==> src/rtl/uart_pkg.sv <==
// Shared UART_System constants: byte width, TX FIFO state encoding and control register bit map.
package uart_pkg;

    localparam int   UART_DATA_W    = 8;
    localparam logic ST_IDLE        = 1'b0;
    localparam logic ST_WAIT        = 1'b1;
    localparam int   CTRL_TX_EN_BIT = 0;

    typedef enum logic {
        S_IDLE = ST_IDLE,
        S_WAIT = ST_WAIT
    } tx_state_e;

endpackage

==> src/rtl/uart_sync_fifo.sv <==
// Single-clock byte FIFO: storage array, wrapping pointers and an occupancy count that alone drives full/empty.
module uart_sync_fifo
    import uart_pkg::*;
#(
    parameter  int DATA_W = UART_DATA_W,
    parameter  int DEPTH  = 16,
    localparam int ADDR_W = $clog2(DEPTH)
) (
    input  logic              clk,
    input  logic              rst_n,
    input  logic              push_i,
    input  logic              pop_i,
    input  logic [DATA_W-1:0] wr_data_i,
    output logic [DATA_W-1:0] rd_data_o,
    output logic              full_o,
    output logic              empty_o,
    output logic [ADDR_W:0]   level_o
);

    localparam logic [ADDR_W:0] FULL_CNT = (ADDR_W + 1)'(DEPTH);

    logic [DATA_W-1:0] mem_q [DEPTH];
    logic [ADDR_W-1:0] wr_ptr_q, wr_ptr_d;
    logic [ADDR_W-1:0] rd_ptr_q, rd_ptr_d;
    logic [ADDR_W:0]   count_q, count_d;
    logic              push_ok_s;
    logic              pop_ok_s;

    assign full_o    = (count_q == FULL_CNT);
    assign empty_o   = (count_q == '0);
    assign level_o   = count_q;
    assign rd_data_o = mem_q[rd_ptr_q];
    assign push_ok_s = push_i && !full_o;
    assign pop_ok_s  = pop_i && !empty_o;

    // Next pointer and count values; DEPTH is a power of two so pointers wrap naturally.
    always_comb begin
        wr_ptr_d = wr_ptr_q;
        rd_ptr_d = rd_ptr_q;
        count_d  = count_q;
        if (push_ok_s) begin
            wr_ptr_d = wr_ptr_q + ADDR_W'(1);
        end else begin
            wr_ptr_d = wr_ptr_q;
        end
        if (pop_ok_s) begin
            rd_ptr_d = rd_ptr_q + ADDR_W'(1);
        end else begin
            rd_ptr_d = rd_ptr_q;
        end
        case ({push_ok_s, pop_ok_s})
            2'b10:   count_d = count_q + (ADDR_W + 1)'(1);
            2'b01:   count_d = count_q - (ADDR_W + 1)'(1);
            default: count_d = count_q;
        endcase
    end

    // Pointer and count registers.
    always_ff @(posedge clk or negedge rst_n) begin
        if (!rst_n) begin
            wr_ptr_q <= '0;
            rd_ptr_q <= '0;
            count_q  <= '0;
        end else begin
            wr_ptr_q <= wr_ptr_d;
            rd_ptr_q <= rd_ptr_d;
            count_q  <= count_d;
        end
    end

    // Storage array; contents are only meaningful between the pointers, so it carries no reset.
    always_ff @(posedge clk) begin
        if (push_ok_s) begin
            mem_q[wr_ptr_q] <= wr_data_i;
        end
    end

endmodule

==> src/rtl/uart_tx_fifo.sv <==
// Byte FIFO in front of the UART transmitter: one tx_start per byte, next byte only after tx_done.
// Optional tx_done watchdog enabled by defining UART_TX_FIFO_TIMEOUT_EN.
module uart_tx_fifo
    import uart_pkg::*;
#(
    parameter  int DATA_W         = UART_DATA_W,
    parameter  int DEPTH          = 16,
    parameter  int TIMEOUT_CYCLES = 4096,
    localparam int ADDR_W         = $clog2(DEPTH)
) (
    input  logic              clk,
    input  logic              rst_n,
    input  logic              tx_en,
    input  logic              wr_en,
    input  logic [DATA_W-1:0] wr_data,
    output logic              full,
    output logic              empty,
    output logic [ADDR_W:0]   level,
    output logic              overflow,
    input  logic              clr_ovf,
    output logic              tx_start,
    output logic [DATA_W-1:0] tx_data,
    input  logic              tx_done,
    output logic              busy,
    output logic              tx_timeout
);

    tx_state_e           state_q, state_d;
    logic                tx_start_q, tx_start_d;
    logic [DATA_W-1:0]   tx_data_q, tx_data_d;
    logic                overflow_q, overflow_d;
    logic [DATA_W-1:0]   head_s;
    logic                full_s;
    logic                empty_s;
    logic                pop_s;
    logic                wd_fire_s;
    logic                tx_en_s;
    logic [CTRL_TX_EN_BIT:0] ctrl_s;

    uart_sync_fifo #(
        .DATA_W (DATA_W),
        .DEPTH  (DEPTH)
    ) u_fifo (
        .clk       (clk),
        .rst_n     (rst_n),
        .push_i    (wr_en),
        .pop_i     (pop_s),
        .wr_data_i (wr_data),
        .rd_data_o (head_s),
        .full_o    (full_s),
        .empty_o   (empty_s),
        .level_o   (level)
    );

    // tx_en is the enable bit of the host control register.
    always_comb begin
        ctrl_s                 = '0;
        ctrl_s[CTRL_TX_EN_BIT] = tx_en;
    end
    assign tx_en_s = ctrl_s[CTRL_TX_EN_BIT];

    // Transmit FSM: pop and pulse tx_start from IDLE, then hold until tx_done or watchdog expiry.
    always_comb begin
        state_d    = state_q;
        tx_start_d = 1'b0;
        tx_data_d  = tx_data_q;
        pop_s      = 1'b0;
        case (state_q)
            S_IDLE: begin
                if (tx_en_s && !empty_s) begin
                    pop_s      = 1'b1;
                    tx_start_d = 1'b1;
                    tx_data_d  = head_s;
                    state_d    = S_WAIT;
                end else begin
                    state_d = S_IDLE;
                end
            end
            S_WAIT: begin
                if (tx_done || wd_fire_s) begin
                    state_d = S_IDLE;
                end else begin
                    state_d = S_WAIT;
                end
            end
            default: state_d = S_IDLE;
        endcase
    end

    // Sticky overflow: a dropped push in the same cycle as clr_ovf keeps the flag set.
    always_comb begin
        if (wr_en && full_s) begin
            overflow_d = 1'b1;
        end else if (clr_ovf) begin
            overflow_d = 1'b0;
        end else begin
            overflow_d = overflow_q;
        end
    end

    // FSM state and registered transmitter-facing outputs.
    always_ff @(posedge clk or negedge rst_n) begin
        if (!rst_n) begin
            state_q    <= S_IDLE;
            tx_start_q <= 1'b0;
            tx_data_q  <= '0;
            overflow_q <= 1'b0;
        end else begin
            state_q    <= state_d;
            tx_start_q <= tx_start_d;
            tx_data_q  <= tx_data_d;
            overflow_q <= overflow_d;
        end
    end

`ifdef UART_TX_FIFO_TIMEOUT_EN
    localparam int              WD_W    = $clog2(TIMEOUT_CYCLES + 1);
    localparam logic [WD_W-1:0] WD_LAST = WD_W'(TIMEOUT_CYCLES - 1);

    logic [WD_W-1:0] wd_cnt_q, wd_cnt_d;
    logic            timeout_q, timeout_d;

    // The count is zero in IDLE, so every entry to WAIT starts a fresh window.
    assign wd_fire_s = (state_q == S_WAIT) && !tx_done && (wd_cnt_q == WD_LAST);

    // Watchdog count and sticky timeout flag.
    always_comb begin
        if (state_q == S_WAIT) begin
            wd_cnt_d = wd_cnt_q + WD_W'(1);
        end else begin
            wd_cnt_d = '0;
        end
        if (wd_fire_s) begin
            timeout_d = 1'b1;
        end else if (clr_ovf) begin
            timeout_d = 1'b0;
        end else begin
            timeout_d = timeout_q;
        end
    end

    // Watchdog registers.
    always_ff @(posedge clk or negedge rst_n) begin
        if (!rst_n) begin
            wd_cnt_q  <= '0;
            timeout_q <= 1'b0;
        end else begin
            wd_cnt_q  <= wd_cnt_d;
            timeout_q <= timeout_d;
        end
    end

    assign tx_timeout = timeout_q;
`else
    logic unused_timeout_cfg_s;

    assign unused_timeout_cfg_s = (TIMEOUT_CYCLES > 0);
    assign wd_fire_s            = 1'b0;
    assign tx_timeout           = 1'b0;
`endif

    assign full     = full_s;
    assign empty    = empty_s;
    assign overflow = overflow_q;
    assign tx_start = tx_start_q;
    assign tx_data  = tx_data_q;
    assign busy     = (state_q != S_IDLE);

endmodule
==> config.mk <==
export PLATFORM = sky130hd
export DESIGN_NAME = uart_tx_fifo
export DESIGN_NICKNAME = d
export VERILOG_FILES = /design/src/rtl/uart_pkg.sv /design/src/rtl/uart_sync_fifo.sv /design/src/rtl/uart_tx_fifo.sv
export SDC_FILE = /design/constraint.sdc
export NUM_CORES = 1
export LEC_CHECK = 0
export ABC_AREA = 1
export CORE_MARGIN = 10
export CORE_UTILIZATION = 30
export CTS_CLUSTER_SIZE = 28
export DETAILED_ROUTE_END_ITERATION = 16
export SLEW_MARGIN = 20
export SYNTH_ARGS = -nofsm -noshare
export SYNTH_HDL_FRONTEND = slang
export SYNTH_SLANG_ARGS = --single-unit
==> constraint.sdc <==
create_clock -name clk -period 2.22 [get_ports clk]
set_input_delay 0.444 -clock clk [delete_from_list [all_inputs] [get_ports clk]]
set_output_delay 0.444 -clock clk [all_outputs]
set_load 0.02 [all_outputs]
==> results.md, run 1 <==
Placement:
- In this run the tool buffered the top-level ports with 31 buffer cells.
- The placement-stage cell area is 0.00755 mm2.
- The half-perimeter wire length after placement is 9400 um.
- At the end of routability-driven placement, the weighted congestion stood at 0.792.

Worst hold path:
- The kind of path behind the tightest hold check is primary input to asynchronous set/reset pin.

Synthesis:
- Synthesis produced a netlist whose cell count is 667.
- For this run, the register share of the synthesized area comes to 65.9%.
- The net count of the mapped netlist is 691.
- Summing the areas of all compound-gate instances in the mapped netlist gives 0.853% of the synthesized area.
- The synthesized netlist devotes 1.97% of its cell area to adder and majority cells.
- By area the synthesized netlist is led by sky130_fd_sc_hd__edfxtp_1 (57%), sky130_fd_sc_hd__nand2_1 (12%), sky130_fd_sc_hd__dfrtp_1 (8.9%).
- Averaged over all synthesized cells, the footprint is 10.1 um2.
- The simple-gate share of the synthesized area is 21.0%.
- The xor/xnor share of the synthesized area is ~1.2%.
- The number of warnings printed during yosys synthesis is 0.
- In this run, synthesis produced a sequential element count of approximately 150.
- The post-synthesis mux area share is 0%.
- Counting distinct cell types in the post-synthesis netlist gives 27.
- The total standard cell area after synthesis is 0.00675 mm2.
- The area share of the largest cell type after synthesis is 57.0%.
- The dominant combinational cell family by area after synthesis is simple AND/OR/NAND/NOR gates.
- The cell type with the highest aggregate area in the netlist is sky130_fd_sc_hd__edfxtp_1.

Power and ir drop:
- Cell internal power was estimated by the tool at 6570 uW.
- The clock power share is 27.0%.
- The part of the total power dissipated in combinational logic is 36.3%.
- The standby leakage power is 0.00353 uW.
- The fraction of power consumed by sequential logic is 36.8%.
- Dividing total power by cell area gives a power density of roughly 1300 mW/mm2.
- The worst-case IR drop observed on VDD is between 0.7 and 0.8 mV.
- Summed over all nets, the switching power comes to approximately 3700 uW.
- In this run switching power makes up 35.9% of total power.

Worst setup path:
- The worst setup path is of the flip-flop to flip-flop kind.
- The worst setup path is launched from a flip-flop.
- Broken down by cell family, the worst path's largest delay share belongs to simple AND/OR/NAND/NOR gates.
- The capturing element type of the critical path is a flip-flop.
- Along the worst path, the maximum fanout reaches 5.
- The cell with the largest stage delay on the worst path is sky130_fd_sc_hd__dfrtp_2.
- Together, buffers and inverters on the worst path number 2.
- The required time of the critical path is 2.58 ns.
- Walking the worst path, the cells encountered are nor2_2, nand2_1, nor2_4, inv_2, nand2_4, inv_2, ha_4, fa_2, a21oi_2, nor2_1, nor2_1, xor2_1, nand2_1, nand2_1.
- Data arrives at the worst endpoint at between 2 and 2.5 ns.
- The peak per-stage delay on the critical path is 0.43 ns.
- The most numerous cell type found on the critical path is sky130_fd_sc_hd__nand2_1.

STA:
- In this run the tightest slew margin relative to its limit is 52.5%.
- Summed over all failing endpoints, the final setup total negative slack is 0 ns.
- The final critical path takes up 92.6% of the cycle.
- Setup violations remaining at the end of the flow were counted as 0.
- The timing-limited maximum frequency is 486 MHz.
- Across the routed clock network, the largest skew measured is ~0.0057 ns.
- The count of final max-slew check failures came to 0.
- The count of final hold-check violations is 0.
- Setup repair after global routing left no endpoint under its margin.
- The time the final worst path needs with I/O delays and setup is 2.06 ns.
- The slew at the pin with the worst max-slew slack is 0.711 ns.

Drt:
- The starting DRC count in detailed routing is 272.
- The first detailed-routing pass took 5 iterations.
- The number of nets with antenna violations after detailed routing is 0.
- In the final routed layout, each cell accounts on average for 14.7 um.
- Using the TritonRoute via totals, the vias-per-cell ratio works out to between 4 and 5.
- The total detailed-routing wirelength is between 10000 and 15000 um.
- For this block, the via count after detailed routing is 4472.
- For this run, design rule violations remaining after detail routing come to 0.

Clock tree:
- The count of hold-fix buffers inserted at cts is 0.
- Counting every sink on the clock net gives 152.
- For the worst-skew pair, the clock arrives at the later sink with an insertion delay of 0.42 ns.
- The clock transition at the registers of the reported paths is 0.06 ns.
- The cell at the root of the clock tree is sky130_fd_sc_hd__clkbuf_16.
- The H-tree level count is 4.
- The clock tree buffer depth is 2.
- TritonCTS built the clock tree.
- The number of buffers added by the clock tree synthesis step is 17.

GRT:
- The maximum number of pins on one net before global-route repair is 67.
- The total congestion overflow is 0.
- The number of global-route vias before repair is ~4500.
- The number of antenna violations at the first check in global routing was 0.
- The wire length of the first global-routing pass is 24200 um.
- Global routing used 10.8% of the available tracks across all layers.

Layout:
- The sequential cells in the finished layout cover a total of about 0.0045 mm2.
- The final design instance area without fill is 0.00813 mm2.
- In the final layout, the share of cells above drive strength 1 is 10.6%.
- The number of inserted diodes is 0.
- The count of nets after finishing is 747.
- In the layout the commonest cells are sky130_fd_sc_hd__nand2_1 (212), sky130_fd_sc_hd__edfxtp_1 (128), sky130_fd_sc_hd__inv_1 (114).
- The multi-input combinational cells in the finished layout cover a total of 0.00172 mm2.
- The filler cells instantiated in the layout total between 2000 and 2500.
- The most common library cell in the layout ignoring fill and taps is sky130_fd_sc_hd__nand2_1.
- Relative to the synthesized area, the layout overhead comes to 20.4%.

Floorplan:
- The die is approximately 170 um tall.
- The die covers 0.0289 mm2.
- The initial core utilization is 30.7%.
- The number of placement rows is 54.
- The number of placed I/O pins is 33.
- The floorplan step defined a core boundary enclosing around 0.022 mm2.
- The die is 170 um wide.

Outcome:
- The flow ran to the end, and the final reports show no timing, DRC or antenna violations.

Job:
- Across the run, the number of max-cap violations was 0.
==> area by class of cell <==
| type | instances | share of cell area [%] |
|---|---|---|
| clock buffers | 22 | 5.71 |
| inverters | 118 | 5.45 |
| repair buffers | 66 | 7.33 |
| clock inverters | 10 | 1.25 |
| multi-input cells | 368 | 21.2 |
| well taps | 280 | 4.31 |
| flip-flops and latches | 152 | 54.8 |
==> cell usage after synthesis <==
master,n
sky130_fd_sc_hd__a21boi_0,1
sky130_fd_sc_hd__a21oi_1,2
sky130_fd_sc_hd__a31oi_1,1
sky130_fd_sc_hd__buf_1,1
sky130_fd_sc_hd__buf_2,15
sky130_fd_sc_hd__buf_4,10
sky130_fd_sc_hd__buf_6,1
sky130_fd_sc_hd__clkbuf_1,2
sky130_fd_sc_hd__clkinv_1,1
sky130_fd_sc_hd__conb_1,1
sky130_fd_sc_hd__dfrtp_1,24
sky130_fd_sc_hd__edfxtp_1,128
sky130_fd_sc_hd__fa_1,1
sky130_fd_sc_hd__ha_1,9
sky130_fd_sc_hd__inv_1,116
sky130_fd_sc_hd__inv_2,1
sky130_fd_sc_hd__nand2_1,212
sky130_fd_sc_hd__nand2_2,2
sky130_fd_sc_hd__nand3_1,98
sky130_fd_sc_hd__nand4_1,1
sky130_fd_sc_hd__nor2_1,12
sky130_fd_sc_hd__nor2_2,1
sky130_fd_sc_hd__nor3_1,12
sky130_fd_sc_hd__o21ai_0,5
sky130_fd_sc_hd__o21ai_2,1
sky130_fd_sc_hd__xnor2_1,2
sky130_fd_sc_hd__xor2_1,7
==> through the flow <==
stage               hold slack [ns]  util [%]  total power, uW  setup WS, ns  cells
finish                        0.396      37.0            10200         0.164   1016
global route                  0.406      37.0            10900      0.000871   1016
CTS                           0.390      36.9            10300         0.116   1014
detailed placement            0.471      34.4             7550        -0.149    982
global placement              0.462      34.4             7490       -0.0940    982
floorplan                     0.148         -             6290       -0.0462    667
==> routing by layer <==
layer	track usage, %	up-vias	routed length (um)
li1	-	2246	-
met4	4.50	0	200
met5	0	-	0
met2	17.2	90	7080
met1	13.7	2123	6810
met3	2.80	13	796
==> worst paths after layout <==
path / startpoint / endpoint / slack, ns / depth (start not counted)
max: u_fifo.level_o[2] / u_fifo.level_o[4] / 0.16 / 14
min: rst_n / tx_data[0] / 0.40 / 2
max reg2reg: u_fifo.level_o[2] / u_fifo.level_o[4] / 0.16 / 14
min reg2reg: tx_data[2] / tx_data[2] / 0.48 / 2
max in group asynchronous: rst_n / u_fifo.level_o[2] / 1.54 / 2
min in group clk: tx_data[2] / tx_data[2] / 0.48 / 2
==> state kept, by name, indices dropped and copies added, names as in the netlist <==
signal / cells
busy: 1
overflow: 1
tx_data: 8
tx_start: 1
u_fifo.level_o: 5
u_fifo.mem_q: 128
u_fifo.rd_ptr_q: 4
u_fifo.wr_ptr_q: 4
==> worst reg2reg max path, stage by stage, from the launching register on <==
cell,delay [ns]
sky130_fd_sc_hd__dfrtp_2,0.43
sky130_fd_sc_hd__nor2_2,0.13
sky130_fd_sc_hd__nand2_1,0.09
sky130_fd_sc_hd__nor2_4,0.12
sky130_fd_sc_hd__inv_2,0.05
sky130_fd_sc_hd__nand2_4,0.05
sky130_fd_sc_hd__inv_2,0.04
sky130_fd_sc_hd__ha_4,0.17
sky130_fd_sc_hd__fa_2,0.37
sky130_fd_sc_hd__a21oi_2,0.12
sky130_fd_sc_hd__nor2_1,0.05
sky130_fd_sc_hd__nor2_1,0.12
sky130_fd_sc_hd__xor2_1,0.15
sky130_fd_sc_hd__nand2_1,0.06
sky130_fd_sc_hd__nand2_1,0.05
==> logic make-up after synthesis <==
logic type | count (synthesis)
buf+inv | 147
flops | 152
compound gates | 10
simple gates | 338
xor+xnor | 9
other cells | 1
fa+ha+maj | 10
==> repair_timing <==
| action | in CTS | in global routing |
|---|---|---|
| hold endpoints to repair | 0 | 0 |
| setup buffers | 0 | 2 |
| setup endpoints to repair | 2 | 2 |
| resized for setup | 2 | 1 |
==> power groups by stage <==
stage          clock network, uW  registers [uW]  logic, uW
6_report                    2760            3760       3710
5_1_grt                     2950            3810       4170
4_1_cts                     2830            3770       3740
3_5_place_dp                   0            3830       3720
3_3_place_gp                   0            3810       3680
2_1_floorplan                  0            3940       2340
Power figures use the tool's default switching activity.
==> inputs of run 2 (changes only) <==
PLACE_DENSITY_LB_ADDON = 0.05   (was default)
==> run 2 against run 1 <==
Compared with the run above: total power grew 1.6%; clock power grew 1%; worst setup slack better by 0.0076 ns; routed wire length is 14% higher; count of clock-buffer cells in the layout decreased by 2.
==> results.md, run 2 (synthesized netlist as in run 1, its figures left out) <==
Outcome:
- The flow ran to the end, and the final reports show no timing, DRC or antenna violations.

STA:
- The number of endpoints failing setup at the final stage is 0.
- The count of final hold-check violations is 0.
- The final setup TNS is 0 ns.
- Dividing the final minimum period by the clock period gives 92.3%.
- For the pin with the worst max-slew slack, the measured transition is 0.633 ns.
- The final worst clock skew is 0.00996 ns.
- The count of final max-slew check failures is 0.
- The tightest hold path in the finished design has a slack of 0.393 ns.
- The relative slew slack is 57.6%.
- Setup repair after global routing left no endpoint under its margin.
- The clock period could shrink to ~2.0 ns.
- The timing-limited maximum frequency is 488 MHz.

Worst setup path:
- The worst setup path is launched from a flip-flop.
- The peak per-stage delay on the critical path is 0.43 ns.
- The internal reg-to-reg setup slack is ~0.17 ns.
- The critical setup path kind is flip-flop to flip-flop.
- The slowest stage of the critical path belongs to the cell sky130_fd_sc_hd__dfrtp_2.
- The critical path goes through nor2_4, nand2_2, nor2_4, inv_2, nand2_4, inv_2, ha_4, fa_2, a21oi_2, nor2_1, nor2_1, xor2_1, nand2_1, nand2_1.
- STA classifies the critical path endpoint as a flip-flop.
- The highest net fanout along the worst path is 5.
- At the worst endpoint, the arrival time is around 2.4 ns.
- The required time of the critical path is ~2.6 ns.

Drt:
- The detailed-router iteration count before antenna repair is 4.
- After detailed routing, the total wire length is roughly 17000 um.
- The post-detailed-route via-to-cell ratio is 4.44.
- The via count of the routed design is 4556.
- The number of nets with antenna violations after detailed routing is 0.
- The routed wirelength normalized by instance count is 16.6 um.
- For this run, design rule violations remaining after detail routing come to 0.
- The starting DRC count in detailed routing is 280.

Power and ir drop:
- Summed over all cells, the static leakage comes to 0.00357 uW.
- The total power divided by cell area is around 1300 mW/mm2.
- The largest vdd supply drop is 0.529 mV.

GRT:
- For this run, the total global-route usage over all layers was measured as approximately an eighth.
- The first global-routing pass estimated between 20000 and 30000 um of wire.
- The number of antenna violations at the first check in global routing was 0.
- The total congestion overflow is 0.
- The maximum number of pins on one net before global-route repair is between 60 and 70.
- The number of global-route vias before repair is ~4600.

Job:
- Across the run, the number of max-cap violations was 0.

Worst hold path:
- The tightest min-delay check is of the primary input to asynchronous set/reset pin type.

Floorplan:
- The core region is roughly 0.022 mm2.
- The die covers 0.0289 mm2.
- The die is 170 um wide.
- After floorplanning, the core was divided into 54 placement rows.
- The number of placed I/O pins is 33.
- From bottom edge to top edge, the die measures around 170 um.
- The initial core utilization is 30.7%.

Layout:
- The largest register by flop count is u_fifo.mem_q.
- Of the cells placed in the final design, the portion with a size suffix greater than 1 is approximately 12%.
- In the layout the commonest cells are sky130_fd_sc_hd__nand2_1 (211), sky130_fd_sc_hd__edfxtp_1 (128), sky130_fd_sc_hd__inv_1 (114).
- The number of flip-flops under the largest register name is approximately 130.
- Leaving out fill and tap cells, the most frequent cell in the layout is sky130_fd_sc_hd__nand2_1.
- The count of nets after finishing is around 760.
- The area overhead of the layout relative to synthesis is 21.5%.
- The final design instance area without fill is 0.00820 mm2.

Clock tree:
- The clock reaches the later pin of the worst-skew pair after 0.42 ns.
- The clock tree buffer depth is 2.
- TritonCTS built the clock tree.
- The clock transition at the registers of the reported paths is 0.06 ns.
- The clock tree synthesis step divided the H-tree into 4 levels.
- The total clock sinks is 152.
- Clock tree synthesis selected as its root buffer the cell sky130_fd_sc_hd__clkbuf_16.
- In this run, CTS created clock tree buffers numbering 17.

Placement:
- The last weighted congestion value of the routability-driven placer is 0.767.
- The number of port buffers is 31.
- Detailed placement finished with a half-perimeter wire length of 11400 um.
- The placement-stage cell area is ~0.0076 mm2.
run 2: timing repair:
action	CTS	global route
hold buffers	0	0
endpoints found under the setup margin	2	2
gates resized for setup	2	3
pin swaps	0	2
gates cloned	0	0
buffers inserted	0	4
run 2: final timing paths:
kind                                   startpoint                  to  cells after the start
max in group asynchronous                   rst_n  u_fifo.rd_ptr_q[0]                      2
worst max-delay path            u_fifo.level_o[3]   u_fifo.level_o[4]                     14
min in group clk                       tx_data[5]          tx_data[5]                      2
worst min register to register         tx_data[5]          tx_data[5]                      2
worst min-delay path                        rst_n   u_fifo.level_o[1]                      2
worst max register to register  u_fifo.level_o[3]   u_fifo.level_o[4]                     14
run 2: per-layer routing:
layer / GRT usage (%) / routed length (um)
met5: 0 / 0
met4: 3.24 / 201
met3: 2.92 / 500
met2: 21.0 / 8550
met1: 15.2 / 7770
run 2: through the flow:
step           setup WS (ns)  std cells  total power (uW)  utilization [%]
3_3_place_gp          -0.112        988              7660             34.6
4_1_cts               0.0772       1020             10500             37.2
2_1_floorplan        -0.0462        667              6290                -
5_1_grt               0.0172       1024             11200             37.3
6_report               0.172       1025             10400             37.4
3_5_place_dp          -0.114        988              7680             34.6
run 2: cell type report:
class / count / area [um2]
fill: 2166 / 13800
sequential: 152 / 4450
multi-input combinational: 368 / 1740
timing repair buffer: 74 / 656
inverter: 118 / 443
clock buffer: 20 / 437
tap: 280 / 350
clock inverter: 12 / 129
antenna: 1 / 2.50
run 2: worst max-delay path: cells and delay by family (launching register included):
| family | cells | cell delay [ns] |
|---|---|---|
| and+or+nand+nor | 8 | 0.64 |
| buffers and inverters | 2 | 0.09 |
| adders and majority gates | 2 | 0.53 |
| xor gates and xnor gates | 1 | 0.15 |
| DFF | 1 | 0.43 |
| AOI/OAI and AO/OA | 1 | 0.13 |
run 2: power breakdown:
part / leakage, uW / switching (uW) / internal [uW]
registers: 0.00144 / 254 / 3550
logic: 0.00185 / 2470 / 1320
clock network: 0.000270 / 1150 / 1650
total: 0.00357 / 3880 / 6520
==> inputs of run 3 (changes only) <==
GPL_TIMING_DRIVEN = 1   (was default)
==> results of run 3 <==
No change in the layout: final DEF, timing and power equal those of run 2.
